### config.mk
export PLATFORM = sky130hd
export DESIGN_NAME = ctrl_microondas_gen2
export DESIGN_NICKNAME = d
export VERILOG_FILES = /design/src/rtl/ctrl_microondas_pkg.sv /design/src/rtl/edge_detector.sv /design/src/rtl/microondas_tick_gen.sv /design/src/rtl/ctrl_microondas_gen2.sv
export SDC_FILE = /design/constraint.sdc
export NUM_CORES = 1
export LEC_CHECK = 0
export BUFFER_PORTS_ARGS = -buffer_cell sky130_fd_sc_hd__buf_4
export CAP_MARGIN = 20
export CELL_PAD_IN_SITES_DETAIL_PLACEMENT = 1
export CELL_PAD_IN_SITES_GLOBAL_PLACEMENT = 1
export CORE_MARGIN = 5
export CORE_UTILIZATION = 37
export DETAILED_ROUTE_END_ITERATION = 16
export GPL_TIMING_DRIVEN = 0
export PLACE_DENSITY_LB_ADDON = 0.1
export SLEW_MARGIN = 10
export SYNTH_ARGS = -nofsm -noshare
export SYNTH_HDL_FRONTEND = slang
export SYNTH_SLANG_ARGS = --single-unit
### constraint.sdc
create_clock -name clock -period 7.55 [get_ports clock]
set_clock_uncertainty 0.2 [all_clocks]
set_input_delay 0.3775 -clock clock [delete_from_list [all_inputs] [get_ports clock]]
set_output_delay 0.3775 -clock clock [all_outputs]
set_load 0.005 [all_outputs]
### src/rtl/ctrl_microondas_pkg.sv
// Shared encodings and lookup tables for the second-generation microwave controller.
package ctrl_microondas_pkg;

    typedef enum logic [1:0] {
        StProg  = 2'b00,
        StRun   = 2'b01,
        StPause = 2'b10,
        StAlarm = 2'b11
    } state_e;

    localparam logic [1:0] PresetNone    = 2'd0;
    localparam logic [1:0] PresetPopcorn = 2'd1;
    localparam logic [1:0] PresetLasagna = 2'd2;
    localparam logic [1:0] PresetSteak   = 2'd3;

    function automatic int unsigned step_secs(input logic [1:0] sel);
        int unsigned s;
        case (sel)
            2'b00:   s = 1;
            2'b01:   s = 10;
            2'b10:   s = 60;
            default: s = 600;
        endcase
        return s;
    endfunction

    // Raw cook times in seconds; the caller clamps them to its own time ceiling.
    function automatic int unsigned preset_secs(input logic [1:0] p);
        int unsigned s;
        case (p)
            PresetPopcorn: s = 172;
            PresetLasagna: s = 742;
            PresetSteak:   s = 96;
            default:       s = 0;
        endcase
        return s;
    endfunction

endpackage

### src/rtl/edge_detector.sv
// Rising-edge detector: input is registered, then compared with its previous sample.
module edge_detector (
    input  logic clock,
    input  logic reset,
    input  logic sig,
    output logic rise
);

    logic sig_q;
    logic sig_qq;

    always_ff @(posedge clock or posedge reset) begin
        if (reset) begin
            sig_q  <= 1'b0;
            sig_qq <= 1'b0;
        end else begin
            sig_q  <= sig;
            sig_qq <= sig_q;
        end
    end

    assign rise = sig_q & ~sig_qq;

endmodule

### src/rtl/microondas_tick_gen.sv
// Seconds prescaler with enable/clear and the heater PWM phase counter advanced per tick.
module microondas_tick_gen #(
    parameter int unsigned TICK_DIV   = 100000000,
    parameter int unsigned NUM_LEVELS = 3
) (
    input  logic                          clock,
    input  logic                          reset,
    input  logic                          en,
    input  logic                          clr,
    output logic                          tick,
    output logic [$clog2(NUM_LEVELS)-1:0] phase_next
);

    localparam int unsigned CW = $clog2(TICK_DIV);
    localparam int unsigned LW = $clog2(NUM_LEVELS);

    logic [CW-1:0] cnt_q, cnt_d;
    logic [LW-1:0] phase_q;

    assign tick = en && (cnt_q == CW'(TICK_DIV - 1));

    always_comb begin
        cnt_d      = cnt_q;
        phase_next = phase_q;
        if (clr) begin
            cnt_d      = '0;
            phase_next = '0;
        end else if (en) begin
            if (tick) begin
                cnt_d      = '0;
                phase_next = (phase_q == LW'(NUM_LEVELS - 1)) ? '0 : phase_q + 1'b1;
            end else begin
                cnt_d = cnt_q + 1'b1;
            end
        end
    end

    always_ff @(posedge clock or posedge reset) begin
        if (reset) begin
            cnt_q   <= '0;
            phase_q <= '0;
        end else begin
            cnt_q   <= cnt_d;
            phase_q <= phase_next;
        end
    end

endmodule

### src/rtl/ctrl_microondas_gen2.sv
// Self-contained microwave controller: programming, countdown, heater PWM and end alarm.
// Define CTRL_MICROONDAS_QUICK_START_EN for 30 s quick start and +30 s in RUN.
module ctrl_microondas_gen2
    import ctrl_microondas_pkg::*;
#(
    parameter int unsigned TICK_DIV   = 100000000,
    parameter int unsigned MAX_MIN    = 99,
    parameter int unsigned NUM_LEVELS = 3,
    parameter int unsigned ALARM_SECS = 5
) (
    input  logic                          clock,
    input  logic                          reset,
    input  logic                          start,
    input  logic                          stop,
    input  logic                          pause,
    input  logic                          plus,
    input  logic                          minus,
    input  logic                          door,
    input  logic                          pot_sel,
    input  logic [1:0]                    step_sel,
    input  logic [1:0]                    preset,
    output logic [6:0]                    min_out,
    output logic [5:0]                    sec_out,
    output logic [$clog2(NUM_LEVELS)-1:0] level,
    output logic [1:0]                    state_out,
    output logic                          heater_on,
    output logic                          lamp_on,
    output logic                          done,
    output logic                          alarm
);

    localparam int unsigned TMAX = MAX_MIN * 60 + 59;
    localparam int unsigned TW   = $clog2(TMAX + 1);
    localparam int unsigned LW   = $clog2(NUM_LEVELS);
    localparam int unsigned AW   = $clog2(ALARM_SECS + 1);
    localparam logic [LW-1:0] LvlTop = LW'(NUM_LEVELS - 1);
    localparam logic [LW-1:0] LvlMid = LW'(NUM_LEVELS / 2);
`ifdef CTRL_MICROONDAS_QUICK_START_EN
    localparam int unsigned QuickSecs = 30;
`endif

    function automatic logic [TW-1:0] t_add(input logic [TW-1:0] t, input int unsigned d);
        int unsigned s;
        s = 32'(t) + d;
        return (s > TMAX) ? TW'(TMAX) : TW'(s);
    endfunction

    function automatic logic [TW-1:0] t_sub(input logic [TW-1:0] t, input int unsigned d);
        return (32'(t) > d) ? TW'(32'(t) - d) : '0;
    endfunction

    function automatic logic [LW-1:0] preset_level(input logic [1:0] p);
        logic [LW-1:0] l;
        case (p)
            PresetPopcorn: l = LvlTop;
            PresetLasagna: l = LvlMid;
            default:       l = '0;
        endcase
        return l;
    endfunction

    // Bit order: start, stop, pause, plus, minus, door.
    logic [5:0] btn_raw, btn_e;
    logic       start_e, stop_e, pause_e, plus_e, minus_e, door_e;

    assign btn_raw = {door, minus, plus, pause, stop, start};

    for (genvar i = 0; i < 6; i++) begin : g_edge
        edge_detector u_edge (
            .clock (clock),
            .reset (reset),
            .sig   (btn_raw[i]),
            .rise  (btn_e[i])
        );
    end

    assign {door_e, minus_e, plus_e, pause_e, stop_e, start_e} = btn_e;

    state_e        state_q, state_d;
    logic [TW-1:0] t_q, t_d;
    logic [LW-1:0] level_q, level_d;
    logic [AW-1:0] alarm_cnt_q, alarm_cnt_d;
    logic          heater_q, done_q, done_d;
    logic          tick, tick_en, tick_clr;
    logic [LW-1:0] phase_next;

    assign tick_en = (state_q == StRun) || (state_q == StAlarm);

    microondas_tick_gen #(
        .TICK_DIV   (TICK_DIV),
        .NUM_LEVELS (NUM_LEVELS)
    ) u_tick_gen (
        .clock      (clock),
        .reset      (reset),
        .en         (tick_en),
        .clr        (tick_clr),
        .tick       (tick),
        .phase_next (phase_next)
    );

    always_comb begin
        state_d     = state_q;
        t_d         = t_q;
        level_d     = level_q;
        alarm_cnt_d = '0;
        done_d      = 1'b0;
        tick_clr    = 1'b0;
        unique case (state_q)
            StProg: begin
                if (stop_e) begin
                    t_d = '0;
                end else begin
                    if (preset != PresetNone) begin
                        t_d     = t_add('0, preset_secs(preset));
                        level_d = preset_level(preset);
                    end else if (plus_e || minus_e) begin
                        if (!pot_sel) begin
                            t_d = plus_e ? t_add(t_q, step_secs(step_sel))
                                         : t_sub(t_q, step_secs(step_sel));
                        end else if (plus_e) begin
                            level_d = (level_q == LvlTop) ? level_q : level_q + 1'b1;
                        end else begin
                            level_d = (level_q == '0) ? level_q : level_q - 1'b1;
                        end
                    end
                    // The T > 0 test uses the time held before this cycle's adjustment.
                    if (start_e && !door) begin
                        if (t_q != '0) begin
                            state_d  = StRun;
                            tick_clr = 1'b1;
                        end
`ifdef CTRL_MICROONDAS_QUICK_START_EN
                        else if (preset == PresetNone) begin
                            t_d      = TW'(QuickSecs);
                            level_d  = LvlTop;
                            state_d  = StRun;
                            tick_clr = 1'b1;
                        end
`endif
                    end
                end
            end
            StRun: begin
                if (stop_e) begin
                    state_d = StProg;
                    t_d     = '0;
                end else if (door || pause_e) begin
                    state_d = StPause;
                end else begin
`ifdef CTRL_MICROONDAS_QUICK_START_EN
                    if (plus_e) t_d = t_add(t_q, QuickSecs);
`endif
                    if (tick) begin
                        if (t_d == TW'(1)) begin
                            state_d = StAlarm;
                            done_d  = 1'b1;
                        end
                        t_d = t_d - 1'b1;
                    end
                end
            end
            StPause: begin
                if (stop_e) begin
                    state_d = StProg;
                    t_d     = '0;
                end else if ((start_e || pause_e) && !door) begin
                    state_d = StRun;
                end
            end
            StAlarm: begin
                alarm_cnt_d = alarm_cnt_q;
                if (stop_e || start_e || door_e) begin
                    state_d = StProg;
                end else if (tick) begin
                    if (alarm_cnt_q == AW'(ALARM_SECS - 1)) state_d = StProg;
                    else alarm_cnt_d = alarm_cnt_q + 1'b1;
                end
            end
        endcase
    end

    always_ff @(posedge clock or posedge reset) begin
        if (reset) begin
            state_q     <= StProg;
            t_q         <= '0;
            level_q     <= '0;
            alarm_cnt_q <= '0;
            heater_q    <= 1'b0;
            done_q      <= 1'b0;
        end else begin
            state_q     <= state_d;
            t_q         <= t_d;
            level_q     <= level_d;
            alarm_cnt_q <= alarm_cnt_d;
            heater_q    <= (state_d == StRun) && !door && (phase_next <= level_d);
            done_q      <= done_d;
        end
    end

    assign min_out   = 7'(t_q / TW'(60));
    assign sec_out   = 6'(t_q % TW'(60));
    assign level     = level_q;
    assign state_out = state_q;
    assign heater_on = heater_q;
    assign lamp_on   = door || (state_q == StRun);
    assign done      = done_q;
    assign alarm     = (state_q == StAlarm);

endmodule

* Word-level counts from Yosys, hierarchy flattened
Index checks and enable logic that the tools add are counted.
** Storage, ports and cells
- Flip-flop bits (word level) :: 63
- Input bits :: 13
- Output and inout bits :: 21
- Logic and storage cells :: 155
** Operators by class
- Add/subtract/negate cells :: 8
- Div/mod/pow operators :: 2
- $lt $le $gt $ge :: 4
- Equality and inequality tests :: 22
- Muxes and demuxes :: 65
- Bitwise logic cells :: 12
- Reduce and logical (&&, ||, !) cells :: 22
** Operators with widths (count)
- $mux W32 :: 8
- $mux W13 :: 12
- $mux W27 :: 3
- $gt A32 B13 Y1 const B :: 2
- $pmux W10 S3 :: 2
- $mux W2 :: 24
- $pmux W13 S3 :: 1
- $add A13 B32 Y32 :: 1
- $gt A13 B32 Y1 :: 1
- $add A27 B1 Y27 const B :: 1
- $eq A27 B27 Y1 const B :: 1
- $eq A2 B2 Y1 const B :: 7
- $div A13 B6 Y13 const B :: 1
- $eq A13 B1 Y1 const B :: 1
- $mod A13 B6 Y13 const B :: 1
- $reduce_bool A13 Y1 :: 1
- $sub A13 B1 Y13 const B :: 1
- $sub A13 B13 Y13 :: 1
- $mux W3 :: 4
- $mux W1 :: 9
- $eq A2 B1 Y1 const B :: 4
- $ne A4 B4 Y1 const B :: 2
- $pmux W2 S4 :: 1
- $logic_or A1 B1 Y1 :: 7
- other kinds (18) :: 39

* Depth between registers and ports, before layout
- Depth after elaboration :: 16
- Depth in mapped cells :: 16
- Gate-level depth less buffers :: 16

* Modules after synthesis
A second synthesis with hierarchy kept.
** Unflattened totals
- Cell total of the unflattened synthesis :: 767
- Area, all modules :: 6117.1 µm²
** By module, submodules not included
- ctrl_microondas_gen2 :: instances 1, cells an instance 558, area each 4072.7 µm², sequential area each 550.5 µm²
- microondas_tick_gen :: instances 1, cells an instance 185, area each 1639.1 µm², sequential area each 725.7 µm²
- edge_detector :: instances 6, cells an instance 4, area each 67.6 µm², sequential area each 50.0 µm²

* Least setup slack after synthesis
Ideal clock, no wire load.
- Path kind :: register -> output
- Start point :: register t_q[12]
- End point :: output sec_out[5]
- Arrival time :: 3.264 ns
- Required time :: 6.973 ns
- Path slack :: 3.708 ns
- Cell stages (with the launch flop) :: 14
- Path buffers :: 2
- Cell sequence :: dfrtp_1 -> buf_6 -> o211a_1 -> or3_1 -> a221o_1 -> o211a_1 -> buf_6 -> a221o_1 -> a2111oi_4 -> o21ai_2 -> o21ai_2 -> mux2i_2 -> and3_4 -> mux2_4
** Between the ends
- Longest elaborated chain between the ends :: 1
** RTL lines
- start: declaration :: RTL line ctrl_microondas_gen2.sv:80 : logic [TW-1:0] t_q, t_d;
- start signal: assignment :: RTL line ctrl_microondas_gen2.sv:192 : t_q <= t_d;
- $mod A13 B6 Y13 :: RTL line ctrl_microondas_gen2.sv:201 : assign sec_out = 6'(t_q % TW'(60));
- end: declaration :: RTL line ctrl_microondas_gen2.sv:23 : output logic [5:0] sec_out,
No other way between the ends.

* Final worst setup path
- Start point :: register t_q[9]
- End point :: output sec_out[5]
Same word-level chain as after synthesis.

==> reports/metrics.cfg <==
[finish]
final_common_cell=nand2_1
syn2layout_area_growth_pct=16.1
layout-drive-gt1-share_pct=10.9
fin_util_pct=43.5
layout_common_cells=nand2_1, dfrtp_1, o21ai_0
num_antenna_cells=0
layout.cells.non_filler=956
nNetsFinal=817

[clock_network]
root_buffer=clkbuf_16
cts.path.max_buffers=2
cts_tree=yes
cts_num_sinks=63
clk_latency_ns=0.34
cts_made_buffers=9
cts-htree-levels=3
clk_pin_slew_worst_paths_ns=0.06

[power_and_ir_drop]
leakage_nw=2.87
p_total_w=0.00223
clock_power_share_pct=21.1
p_sw_share_pct=46.3
combPwrFrac_pct=57.5
irDropWorstVdd_mv=0.154
switchingPower_w=0.00103
power_frac_seq_pct=21.4
power_density_nw_per_um2=339
intPower_w=0.00120

[detailed_routing]
drcViolationCount=0
drtIter0Drc=283
vias=5471
drtPass1Iterations=5
drt_wl_total_mm=17.9
routedWlPerCell_um=18.7
via_per_inst=5.72
ant_nets=0

[synthesis]
yosys_most_used_dff=dfrtp_1
ys.warnings.count=0
syn_avg_cell_area_um2=7.98
synthCells=711
ys_types=81
synth_nets=765
netlist_area_um2=5680
async_flop_share_pct=100
synth_seq_cells=63
ys_seq_area_share_pct=27.8
synth_edf_count=0

[setup_path]
critPathArrivalTime_ns=4.16
cpPeakStageDelay_ns=0.51
crit_buf_inv=3
critPathRequiredTime_ns=6.97
critPathKind=flop to output pin
worst_setup_path_start_kind=flop
cpMaxStageDelayCell=dfrtp_1
cp.depth=14
crit_family=compound AO/OA/AOI/OAI gates
crit_path_end_kind=output pin
crit_path_cell_trace=buf_2 -> nand2_1 -> a21oi_1 -> o221a_2 -> o211a_1 -> buf_6 -> a31oi_1 -> o21a_1 -> o221ai_1 -> o21ai_2 -> mux2i_2 -> and3_4 -> mux2_4 -> buf_4
r2r.worst_path.cells=13
cp_max_fo=10

[placed_design]
placed_cells=933
gp_congestion=0.851
port_buffers=33
dp_hpwl_mm=13.7

[floorplan]
die_y_um=134
dieArea_um2=17900
fp.dieW_um=134
start_util_pct=37.5
io_pins=34
coreArea_um2=15100
fp-row-count=45

[hold_path]
hold_depth=0
hp-class=flop to flop

[status]
status=finished clean

[timing]
setup_viol=0
drv_slew=0
report.final.hold_viol_count=0
fin_crit_ns=4.74
timing.fmax_mhz=211
period_share_pct=62.8
slew_headroom_pct=49.4
whs_ns=0.174
finalSetupTns_ns=0
worst_pin_slew_ns=0.756
rsz0062_at_grt=false

[global_route]
overflow=0
grt_usage_pct=20.1
antenna_found_initial=0
grt_first_pass_wirelength_mm=29.4
first_global_vias=5621
grt_start_max_net_pins=58

[flow_run]
drv_cap=0

[sequential cells by signal, summed over array words and instances (netlist names), 2 cells and up]
register,flops
level,2
alarm_cnt_q,3
t_q,13
g_edge.u_edge.sig_q,6
u_tick_gen.cnt_q,27
g_edge.u_edge.sig_qq,6
u_tick_gen.phase_q,2
state_out,2
[path summary, 6_finish.rpt]
check | start | slack [ns] | to
worst min register to register | g_edge[5].u_edge.sig_q | 0.17 | g_edge[5].u_edge.sig_qq
min in group asynchronous | reset | 0.28 | t_q[6]
max in group asynchronous | reset | 6.34 | g_edge[1].u_edge.sig_q
worst min-delay path | g_edge[5].u_edge.sig_q | 0.17 | g_edge[5].u_edge.sig_qq
worst max register to register | t_q[1] | 3.06 | t_q[2]
worst max-delay path | t_q[9] | 2.81 | sec_out[5]
[worst register-to-register path, cell delays in order, from the launching register on]
cell	delay, ns
dfrtp_1	0.52
ha_1	0.40
nand2b_1	0.11
a21oi_1	0.09
o21a_1	0.20
o21a_1	0.21
or3_1	0.33
a2111oi_0	0.65
o31ai_1	0.18
a2111oi_0	0.50
o21a_1	0.22
clkbuf_1	0.37
o21ai_0	0.19
a41oi_1	0.25
[Yosys cell counts, drive strengths merged, types with 6 or more instances]
cell | instances | area share, %
nor3 | 19 | 1.7
nand3 | 29 | 2.6
a211oi | 7 | 0.93
nor2 | 54 | 3.6
nand2b | 10 | 1.1
nand2 | 70 | 4.6
dfrtp | 63 | 28
and2 | 9 | 0.99
nand4 | 6 | 0.66
mux2i | 8 | 1.5
o21a | 8 | 1.1
buf | 11 | 1.4
a21boi | 7 | 0.93
or2 | 8 | 0.88
xor2 | 18 | 2.8
nor2b | 8 | 0.88
o21ai | 59 | 5.3
xnor2 | 19 | 2.9
o211a | 6 | 1.1
or3 | 10 | 1.1
inv | 42 | 2.8
a31oi | 13 | 1.5
and3 | 11 | 1.3
o31ai | 8 | 1.1
a21oi | 47 | 4.1
o211ai | 10 | 1.4
ha | 39 | 8.6
clkbuf | 28 | 1.9
nor4 | 7 | 0.77
[stage by stage]
stage / setup WS, ns / cell area (um^2)
floorplan: 3.71 / 5680
global route: 2.58 / 6590
detailed placement: 2.82 / 6190
finish: 2.81 / 6590
global placement: 2.93 / 6160
CTS: 2.84 / 6590
[layout make-up]
cell class / instances / area [um^2]
fill: 1825 / 8560
multi-input combinational: 567 / 3760
sequential: 63 / 1580
timing repair buffer: 41 / 345
tap: 188 / 235
clock buffer: 9 / 225
buffer: 39 / 183
inverter: 42 / 160
clock inverter: 7 / 104
[power groups by stage]
stage	registers (W)	logic (W)	clock network, W
finish	0.000477	0.00128	0.000471
global route	0.000487	0.00143	0.000497
CTS	0.000477	0.00128	0.000482
detailed placement	0.000482	0.00127	0
global placement	0.000476	0.00123	0
floorplan	0.000449	0.000897	0
[cells by family after synthesis]
group | after synthesis | synth area share, %
AO/OA/AOI/OAI | 217 | 25.8
XOR/XNOR | 37 | 5.71
adder cells (fa/ha/maj) | 42 | 9.48
buffers and inverters | 81 | 5.99
flip-flops | 63 | 27.8
multiplexers | 12 | 2.40
AND/OR/NAND/NOR | 259 | 22.9
[what timing repair did]
item | in CTS | in global routing
resized for setup | 0 | 0
hold endpoints to repair | 12 | 0
hold buffers | 7 | 0
buffers inserted | 0 | 0
[layer usage]
layer,wire (um),track usage (%),up-vias
li1,-,-,2688
met1,8640,27.6,2696
met2,8550,33.9,77
met3,585,3.45,10
met4,133,3.31,0
met5,0,0,-
Note: power is estimated with default switching activity, not from simulation.
